File: config.mk
export PLATFORM = sky130hd
export DESIGN_NAME = stage5_writeback_flat
export DESIGN_NICKNAME = d
export VERILOG_FILES = /design/src/rtl/stage5_pkg.sv /design/src/rtl/stage5_writeback_if.sv /design/src/rtl/stage5_writeback_wb_mux2.sv /design/src/rtl/stage5_writeback.sv /design/src/flat_wrapper.sv
export SDC_FILE = /design/constraint.sdc
export NUM_CORES = 1
export LEC_CHECK = 0
export BUFFER_PORTS_ARGS = -buffer_cell sky130_fd_sc_hd__buf_2
export CAP_MARGIN = 20
export CORE_MARGIN = 2
export CORE_UTILIZATION = 29
export DETAILED_ROUTE_END_ITERATION = 10
export PLACE_DENSITY = 0.94
export SLEW_MARGIN = 20
export SYNTH_ARGS = -nofsm -noshare
export SYNTH_HDL_FRONTEND = slang
export SYNTH_SLANG_ARGS = --single-unit
export TNS_END_PERCENT = 50
File: constraint.sdc
create_clock -name vclk -period 1.55
set_clock_uncertainty 0.1 [all_clocks]
set_input_delay 0.2325 -clock vclk [all_inputs]
set_output_delay 0.2325 -clock vclk [all_outputs]
set_load 0.02 [all_outputs]
File: src/rtl/stage5_pkg.sv
// Shared definitions for the MIPS write-back stage and the control unit driving its select.
package stage5_pkg;

  localparam int unsigned DATA_W = 32;
  localparam int unsigned ADDR_W = 5;

  // Write-back select encodings, shared with the control unit
  localparam logic WB_SEL_ALU = 1'b0;
  localparam logic WB_SEL_MEM = 1'b1;

  typedef struct packed {
    logic              en;
    logic [ADDR_W-1:0] addr;
    logic [DATA_W-1:0] data;
  } wb_req_t;

endpackage

File: src/rtl/stage5_writeback_if.sv
// MEM/WB boundary inputs and register-file write outputs of the write-back stage.
interface stage5_writeback_if;
  import stage5_pkg::*;

  logic              Reg_Write_En_in;
  logic [ADDR_W-1:0] Addr_Write_Reg_in;
  logic [DATA_W-1:0] ALU_Data;
  logic [DATA_W-1:0] Memory_Data;
  logic              WB_MUX_sel;

  logic              Reg_Write_En_out;
  logic [ADDR_W-1:0] Addr_Write_Reg_out;
  logic [DATA_W-1:0] Reg_Write_Data_out;

  // master drives the pipeline inputs; slave is the write-back stage itself
  modport master (
    output Reg_Write_En_in, Addr_Write_Reg_in, ALU_Data, Memory_Data, WB_MUX_sel,
    input  Reg_Write_En_out, Addr_Write_Reg_out, Reg_Write_Data_out
  );

  modport slave (
    input  Reg_Write_En_in, Addr_Write_Reg_in, ALU_Data, Memory_Data, WB_MUX_sel,
    output Reg_Write_En_out, Addr_Write_Reg_out, Reg_Write_Data_out
  );

endinterface

File: src/rtl/stage5_writeback_wb_mux2.sv
// Parameterised 2:1 write-back data mux: ALU result or memory load data.
module wb_mux2
  import stage5_pkg::*;
#(
  parameter int unsigned W = DATA_W
) (
  input  logic         i_sel,
  input  logic [W-1:0] i_alu,
  input  logic [W-1:0] i_mem,
  output logic [W-1:0] o_y
);

  assign o_y = (i_sel == WB_SEL_MEM) ? i_mem : i_alu;

endmodule

File: src/rtl/stage5_writeback.sv
// Write-back stage: selects register-file write data and forwards enable/address.
// Define STAGE5_WB_REG_OUT_EN to register all outputs (1-cycle latency).
module stage5_writeback
  import stage5_pkg::*;
(
  input  logic               clk,
  input  logic               reset,
  stage5_writeback_if.slave  wb
);

  logic [DATA_W-1:0] w_mux_data;
  wb_req_t           w_next;
  wb_req_t           w_out;

  wb_mux2 #(.W(DATA_W)) u_wb_mux2 (
    .i_sel (wb.WB_MUX_sel),
    .i_alu (wb.ALU_Data),
    .i_mem (wb.Memory_Data),
    .o_y   (w_mux_data)
  );

  // Address 0 passes through untouched; the register file discards $zero writes
  always_comb begin
    w_next      = '0;
    w_next.en   = wb.Reg_Write_En_in;
    w_next.addr = wb.Addr_Write_Reg_in;
    w_next.data = w_mux_data;
  end

`ifdef STAGE5_WB_REG_OUT_EN
  wb_req_t r_out;

  // Reset discards any pending write so the register file never sees a spurious enable
  always_ff @(posedge clk or posedge reset) begin
    if (reset) r_out <= '0;
    else       r_out <= w_next;
  end

  assign w_out = r_out;
`else
  logic w_unused_clk;
  assign w_unused_clk = clk;

  // Reset gate: outputs forced to zero while reset is high
  always_comb begin
    w_out = w_next;
    if (reset) w_out = '0;
  end
`endif

  assign wb.Reg_Write_En_out   = w_out.en;
  assign wb.Addr_Write_Reg_out = w_out.addr;
  assign wb.Reg_Write_Data_out = w_out.data;

endmodule

File: src/flat_wrapper.sv
// flat-port wrapper written by rule: the top's interface ports become plain ports
module stage5_writeback_flat import stage5_pkg::*;
  (clk, reset, wb_Reg_Write_En_in, wb_Addr_Write_Reg_in, wb_ALU_Data, wb_Memory_Data, wb_WB_MUX_sel, wb_Reg_Write_En_out, wb_Addr_Write_Reg_out, wb_Reg_Write_Data_out);
  stage5_writeback_if wb_i ();
  input  logic clk;
  input  logic reset;
  input wire logic [$bits(wb_i.Reg_Write_En_in)-1:0] wb_Reg_Write_En_in;
  input wire logic [$bits(wb_i.Addr_Write_Reg_in)-1:0] wb_Addr_Write_Reg_in;
  input wire logic [$bits(wb_i.ALU_Data)-1:0] wb_ALU_Data;
  input wire logic [$bits(wb_i.Memory_Data)-1:0] wb_Memory_Data;
  input wire logic [$bits(wb_i.WB_MUX_sel)-1:0] wb_WB_MUX_sel;
  output wire logic [$bits(wb_i.Reg_Write_En_out)-1:0] wb_Reg_Write_En_out;
  output wire logic [$bits(wb_i.Addr_Write_Reg_out)-1:0] wb_Addr_Write_Reg_out;
  output wire logic [$bits(wb_i.Reg_Write_Data_out)-1:0] wb_Reg_Write_Data_out;
  assign wb_i.Reg_Write_En_in = wb_Reg_Write_En_in;
  assign wb_i.Addr_Write_Reg_in = wb_Addr_Write_Reg_in;
  assign wb_i.ALU_Data = wb_ALU_Data;
  assign wb_i.Memory_Data = wb_Memory_Data;
  assign wb_i.WB_MUX_sel = wb_WB_MUX_sel;
  assign wb_Reg_Write_En_out = wb_i.Reg_Write_En_out;
  assign wb_Addr_Write_Reg_out = wb_i.Addr_Write_Reg_out;
  assign wb_Reg_Write_Data_out = wb_i.Reg_Write_Data_out;
  stage5_writeback u_core (.clk(clk), .reset(reset), .wb(wb_i));
endmodule
# Word-level counts from Yosys, hierarchy flattened
# Index checks and enable logic that the tools add are counted.
classes:
  muxes: 2
ops:
  columns: ["op", "n"]
  rows:
  - ["two-way mux 38 bit", 1]
  - ["two-way mux 32 bit", 1]
totals:
  reg_bits: 0
  output_inout_bits: 38
  in_bits: 73
  wordCells: 2

# Longest topological paths before layout
# Gate-level depths: netlist of the first run.
logic_depth:
  ltp_word: 2
  depth_mapped: 4
  mapped_depth_nobuf: 2

# By module
# From an unflattened synthesis of the first run, not the netlist that was laid out.
unflattened:
  cells_unflattened: 78
  hier_area_um2: 996.0
modules_own_cells:
  columns: ["module", "area_each_um2", "instances", "cells_each"]
  rows:
  - ["wb_mux2", 544.3, 1, 36]
  - ["stage5_writeback", 451.7, 1, 42]

# Worst setup path before layout of the first run
# OpenSTA, ideal clock, no wires.
synth_timing:
  path_kind: "input port to output port"
  start: "in wb_WB_MUX_sel"
  end: "out wb_Reg_Write_Data_out[10]"
  path_slack_ns: 0.328
  t_arrival_ns: 0.890
  cell_stages: 4
  t_required_ns: 1.217
  n_path_buf: 2
  cell_sequence: "buf_6 > buf_12 > mux2i_1 > nor2_1"
synth_via:
  elab_chain_len: 2
synth_rtl:
  columns: ["element", "line", "source"]
  rows:
  - ["start, declared", "flat_wrapper.sv:11", "input wire logic [$bits(wb_i.WB_MUX_sel)-1:0] wb_WB_MUX_sel;"]
  - ["two-way mux 32 bit", "stage5_writeback_wb_mux2.sv:13", "assign o_y = (i_sel == WB_SEL_MEM) ? i_mem : i_alu;"]
  - ["two-way mux 38 bit", "stage5_writeback.sv:47", "if (reset) w_out = '0;"]
  - ["end, declared", "flat_wrapper.sv:14", "output wire logic [$bits(wb_i.Reg_Write_Data_out)-1:0] wb_Reg_Write_Data_out;"]
# No other way between the ends.

# Worst setup path after layout of the first run
layout_timing:
  start: "in reset"
  end: "out wb_Reg_Write_Data_out[6]"
layout_via:
  elab_chain_len: 1
layout_rtl:
  columns: ["element", "line", "source"]
  rows:
  - ["start, declared", "flat_wrapper.sv:6", "input logic reset;"]
  - ["two-way mux 38 bit", "stage5_writeback.sv:47", null]
# No other way between the ends.

==> results of run 1 <==
## cells in the final DEF (no fill, tap or decap)
cell type,instances
nor2b_1,6
nor2_1,32
buf_12,1
buf_4,1
mux2i_1,32
buf_2,110
## logic make-up after synthesis
kind of cell,Yosys count
mux,32
buf+inv,8
simple gates,38
## routing by layer
layer	routed length, µm	part of all wire [%]	vias to the layer above
met1	724	35	376
met4	0	0	0
met3	141	6.8	0
met2	1190	58	38
met5	0	0	-
li1	-	-	471
## critical path: stages
cell    delay [ps]
buf_2          480
nor2_1         110
buf_2          190
## power by group
group	total [µW]	internal, µW	leakage, µW	switching, µW
clock	0	0	0	0
sequential	0	0	0	0
combinational	351	163	0.000743	188
## area by class of cell
type                       instances  area, µm²  share of cell area, %
timing repair buffer             112        578                   53.0
tap                               27       33.8                   3.10
multi-input combinational         70        478                   43.9
## final timing paths
| kind | startpoint | to | slack [ps] | depth (start not counted) |
|---|---|---|---|---|
| worst max-delay path | reset | wb_Reg_Write_Data_out[6] | 200 | 3 |
| worst min-delay path | wb_Reg_Write_En_in | wb_Reg_Write_En_out | 700 | 3 |
## metrics by stage
| stage | util (%) | worst slack (ps) | cells | hold WS [ps] | power (µW) |
|---|---|---|---|---|---|
| 6_report | 57.3 | 198 | 209 | 697 | 351 |
| 5_1_grt | 57.3 | 110 | 209 | 714 | 383 |
| 4_1_cts | 57.3 | 192 | 209 | 697 | 355 |
| 3_5_place_dp | 57.3 | 201 | 209 | 698 | 354 |
| 3_3_place_gp | 57.3 | 198 | 209 | 694 | 347 |
| 2_1_floorplan | - | 328 | 78 | 538 | 214 |
==> reports/metrics.csv, run 1 <==
metric,value,unit
muxShareOfSynthArea,56.4,%
finalSetupViolations,0,
postCtsHoldBufs,0,
tns,0,ps
yosys.cell_types.count,7,
status,"complete, no violations",
slew_viol_final,0,
place_congestion,0.735,
crit_fanout,38,
grt_usage,15.0,%
ctsResizeCount,0,
wire_per_inst,9.85,µm
rsz0062_at_grt,no,
hold_violations,0,
drtAntennaViolNets,0,
synth_fa_ha_area_share,0,%
synth_common_cells,"32 x mux2i_1, 32 x nor2_1, 6 x nor2b_1",
worst_pin_slew,608,ps
seqCellArea,0,µm²
min_period,1350,ps
gr-usage-met2,31.3,%
synth.largest_area_cell,mux2i_1,
final_nets,257,
worst-endpoint-arrival,1020,ps
diodes,0,
row_count,16,
area_growth,91.9,%
dieArea,2330,µm²
syn_avg_cell_area,7.28,µm²
nClkBuffers,0,
critical_path_required,1220,ps
synth_top_family_by_area,multiplexers,
drc,0,
dieWidth,48.3,µm
synth-xor-area-share,0,%
place_area,1090,µm²
synth_area,568,µm²
nFlopsAndLatches,0,
vdd_drop_max,0.187,mV
initial_core_util,29.9,%
chipHeight,48.3,µm
drt-vias-per-instance,4.23,
io_pins,111,
core,1900,µm²
grt_busiest_layer,met2,
yosys.area_share.simple,27.8,%
post_cts_buffers,0,
firstDrtPassIters,4,
grt_pass1_vias,715,
critPathKind,input port to output port,
grt_max_degree,39,
yosys.area.top_type_share,56.4,%
use_met1,16.7,%
grt_overflow,0,
fmax,739,MHz
yosysSeqAreaShare,0,%
cp-end-kind,output port,
portBuffers,110,
drive_gt1_share,61.5,%
antenna_found_initial,0,
cellPowerDensity,322,nW/µm²
hpwl,1840,µm
num_vias,885,
synth_compound_area_share,0,%
fin_area,1090,µm²
ys_warn_count,0,
synth_area_leaders,"mux2i_1 56%, nor2_1 21%, buf_12 11%",
drt-initial-drc-count,1,
syn-num-nets,151,
nFillCells,181,
cp-start-kind,input port,
wl,2060,µm
hold_path.class,input port to output port,
fin_crit_sh,87.3,%
maxCapViolations,0,
grt_pass1_wl,2650,µm
leakagePower,0.000743,µW
use_met3,1.11,%
synthCells,78,
max-slew-margin-rel,59.4,%
(Power assumes the default switching activity.)
==> inputs of run 2 (changes only) <==
--- a/config.mk
+++ b/config.mk
@@ -8,11 +8,12 @@
 export BUFFER_PORTS_ARGS = -buffer_cell sky130_fd_sc_hd__buf_2
 export CAP_MARGIN = 20
 export CORE_MARGIN = 2
-export CORE_UTILIZATION = 29
+export CORE_UTILIZATION = 39
 export DETAILED_ROUTE_END_ITERATION = 10
-export PLACE_DENSITY = 0.94
+export PLACE_DENSITY = 0.93
 export SLEW_MARGIN = 20
 export SYNTH_ARGS = -nofsm -noshare
 export SYNTH_HDL_FRONTEND = slang
+export SYNTH_HIERARCHICAL = 1
 export SYNTH_SLANG_ARGS = --single-unit
 export TNS_END_PERCENT = 50
==> run 2 against run 1 <==
Synthesized cell count stayed put. Sequential cell count stayed put. Cell count is 2.4% higher. Non-clock buffer count is 2 higher. First-iteration DRC count is 100% higher. Core utilization is 4.6 points higher. Hold slack worse by 3.7 ps. Area after synthesis is 75% higher.
==> reports/metrics.csv, run 2 <==
metric,value,unit,change
synthCells,78,,unchanged
seqCellArea,0,µm²,unchanged
fin_crit_sh,97.1,%,+9.9 points
synth.most_common_cell,mux2_4,,
hold_path.class,input port to output port,,
syn_avg_cell_area,12.8,µm²,+75%
holdPathStages,3,,unchanged
critical_path_required,1220,ps,about the same
drc,0,,unchanged
nClkBuffers,0,,unchanged
critPathMaxStageDelay,320,ps,-160 ps
ys_warn_count,6,,+6
cp-end-kind,output port,,
finalWorstSetupSlack,44.6,ps,-153 ps
grt_pass1_vias,833,,+17%
synth_area_leaders,"mux2_4 45%, nor2b_4 28%, buf_12 10%",,
synth.largest_area_cell,mux2_4,,
place_congestion,0.637,,-13%
row_count,18,,+2
drtAntennaViolNets,0,,unchanged
rsz0062_at_grt,yes,,
place_area,1510,µm²,+39%
crit_fanout,10,,-74%
status,"complete, no violations",,
crit_buf_inv,3,,+1
maxCapViolations,0,,unchanged
synth_common_cells,"30 x mux2_4, 20 x nor2b_4, 12 x nor2b_1",,
wl,2450,µm,+19%
nFlopsAndLatches,0,,unchanged
leakagePower,0.000959,µW,+29%
portBuffers,110,,unchanged
cellPowerDensity,323,nW/µm²,+0.35%
cp-start-kind,input port,,
synth_compound_area_share,0,%,unchanged
firstDrtPassIters,2,,-2
path_cells,"buf_2, buf_4, mux2_4, nor2b_4, buf_2",,
chipHeight,54.5,µm,+13%
wire_per_inst,11.5,µm,+16%
final_nets,259,,+0.78%
grt_usage,14.9,%,-0.18 points
area_growth,52.5,%,
path_depth,5,,+2
critPathKind,input port to output port,,
path_delay_family,buffers and inverters,,
worst-endpoint-arrival,1170,ps,+150 ps
dp_cells,214,,+2.4%
io_pins,111,,unchanged
hold_violations,0,,unchanged
path_common_cell,buf_2,,
drt-initial-drc-count,2,,+1
num_vias,950,,+7.3%
cpMaxStageDelayCell,mux2_4,,
dieArea,2970,µm²,+28%
synth_top_family_by_area,multiplexers,,
diodes,0,,unchanged
yosys.cell_types.count,8,,+1
place_ws,25.0,ps,-176 ps
synth_area,996,µm²,+75%
synth_fa_ha_area_share,0,%,unchanged
synth-xor-area-share,0,%,unchanged
max-slew-margin-rel,86.2,%,+27 points
final_common_cell,buf_2,,
muxShareOfSynthArea,47.5,%,-8.9 points
grt_max_degree,23,,-41%
fin_area,1520,µm²,+39%
drive_gt1_share,90.2,%,+29 points
drt-vias-per-instance,4.44,,+4.8%
syn-num-nets,151,,unchanged
core,2450,µm²,+29%
hpwl,2210,µm,+20%
grt_pass1_wl,3370,µm,+27%
postCtsHoldBufs,0,,unchanged
grt_overflow,0,,unchanged
dieWidth,54.5,µm,+13%
vdd_drop_max,0.183,mV,-2.3%
final_cells,214,,+2.4%
antenna_found_initial,0,,unchanged
initial_core_util,40.6,%,+11 points
yosys.area_share.simple,39.7,%,+12 points
finalSetupViolations,0,,unchanged
slew_viol_final,0,,unchanged
fmax,664,MHz,-10%
min_period,1510,ps,+153 ps
mostFrequentLayoutCells,"110 x buf_2, 32 x mux2_4, 20 x nor2b_4",,
holdWs,693,ps,-3.68 ps
yosysSeqAreaShare,0,%,unchanged
worst_pin_slew,207,ps,-402 ps
yosys.area.top_type_share,45.2,%,-11 points
[run 2: changes by cell type after synthesis]
cell	change
nor2_1	-32
buf_2	-2
buf_12	+2
mux2i_1	-32
nor2b_4	+20
buf_6	+1
clkbuf_1	-1
mux2_4	+30
mux2_2	+2
and2b_1	+6
nor2b_1	+6
[run 2: path summary, 6_finish.rpt]
check | start | to
worst max-delay path | wb_WB_MUX_sel | wb_Reg_Write_Data_out[21]
worst min-delay path | wb_Addr_Write_Reg_in[3] | wb_Addr_Write_Reg_out[3]
[run 2: area by class of cell]
class / instances / area [µm²]
timing repair buffer: 114 / 606
tap: 30 / 37.5
multi-input combinational: 70 / 876
fill: 214 / 936
[run 2: per-layer routing]
metal | global-route usage [%] | part of all wire [%]
met1 | 15.0 | 33
met2 | 31.9 | 57
met3 | 3.01 | 9.4
met4 | 0 | 0
met5 | 0 | 0
[run 2: stage by stage]
step	util, %	total power (µW)	setup TNS (ps)
finish	61.9	491	0
global route	61.9	525	-2.73
CTS	61.6	494	0
detailed placement	61.6	493	0
global placement	61.6	480	0
floorplan	-	349	0
[run 2: what timing repair did]
action	4_1_cts	5_1_grt
buffers inserted	0	0
endpoints found under the setup margin	0	3
resized for setup	0	2
[run 2: logic make-up after synthesis]
logic type    after synthesis
buf+inv                     8
mux                        32
simple gates               38
[run 2: power breakdown]
group / internal [µW] / total [µW] / switching [µW]
sequential: 0 / 0 / 0
clock: 0 / 0 / 0
combinational: 282 / 491 / 209
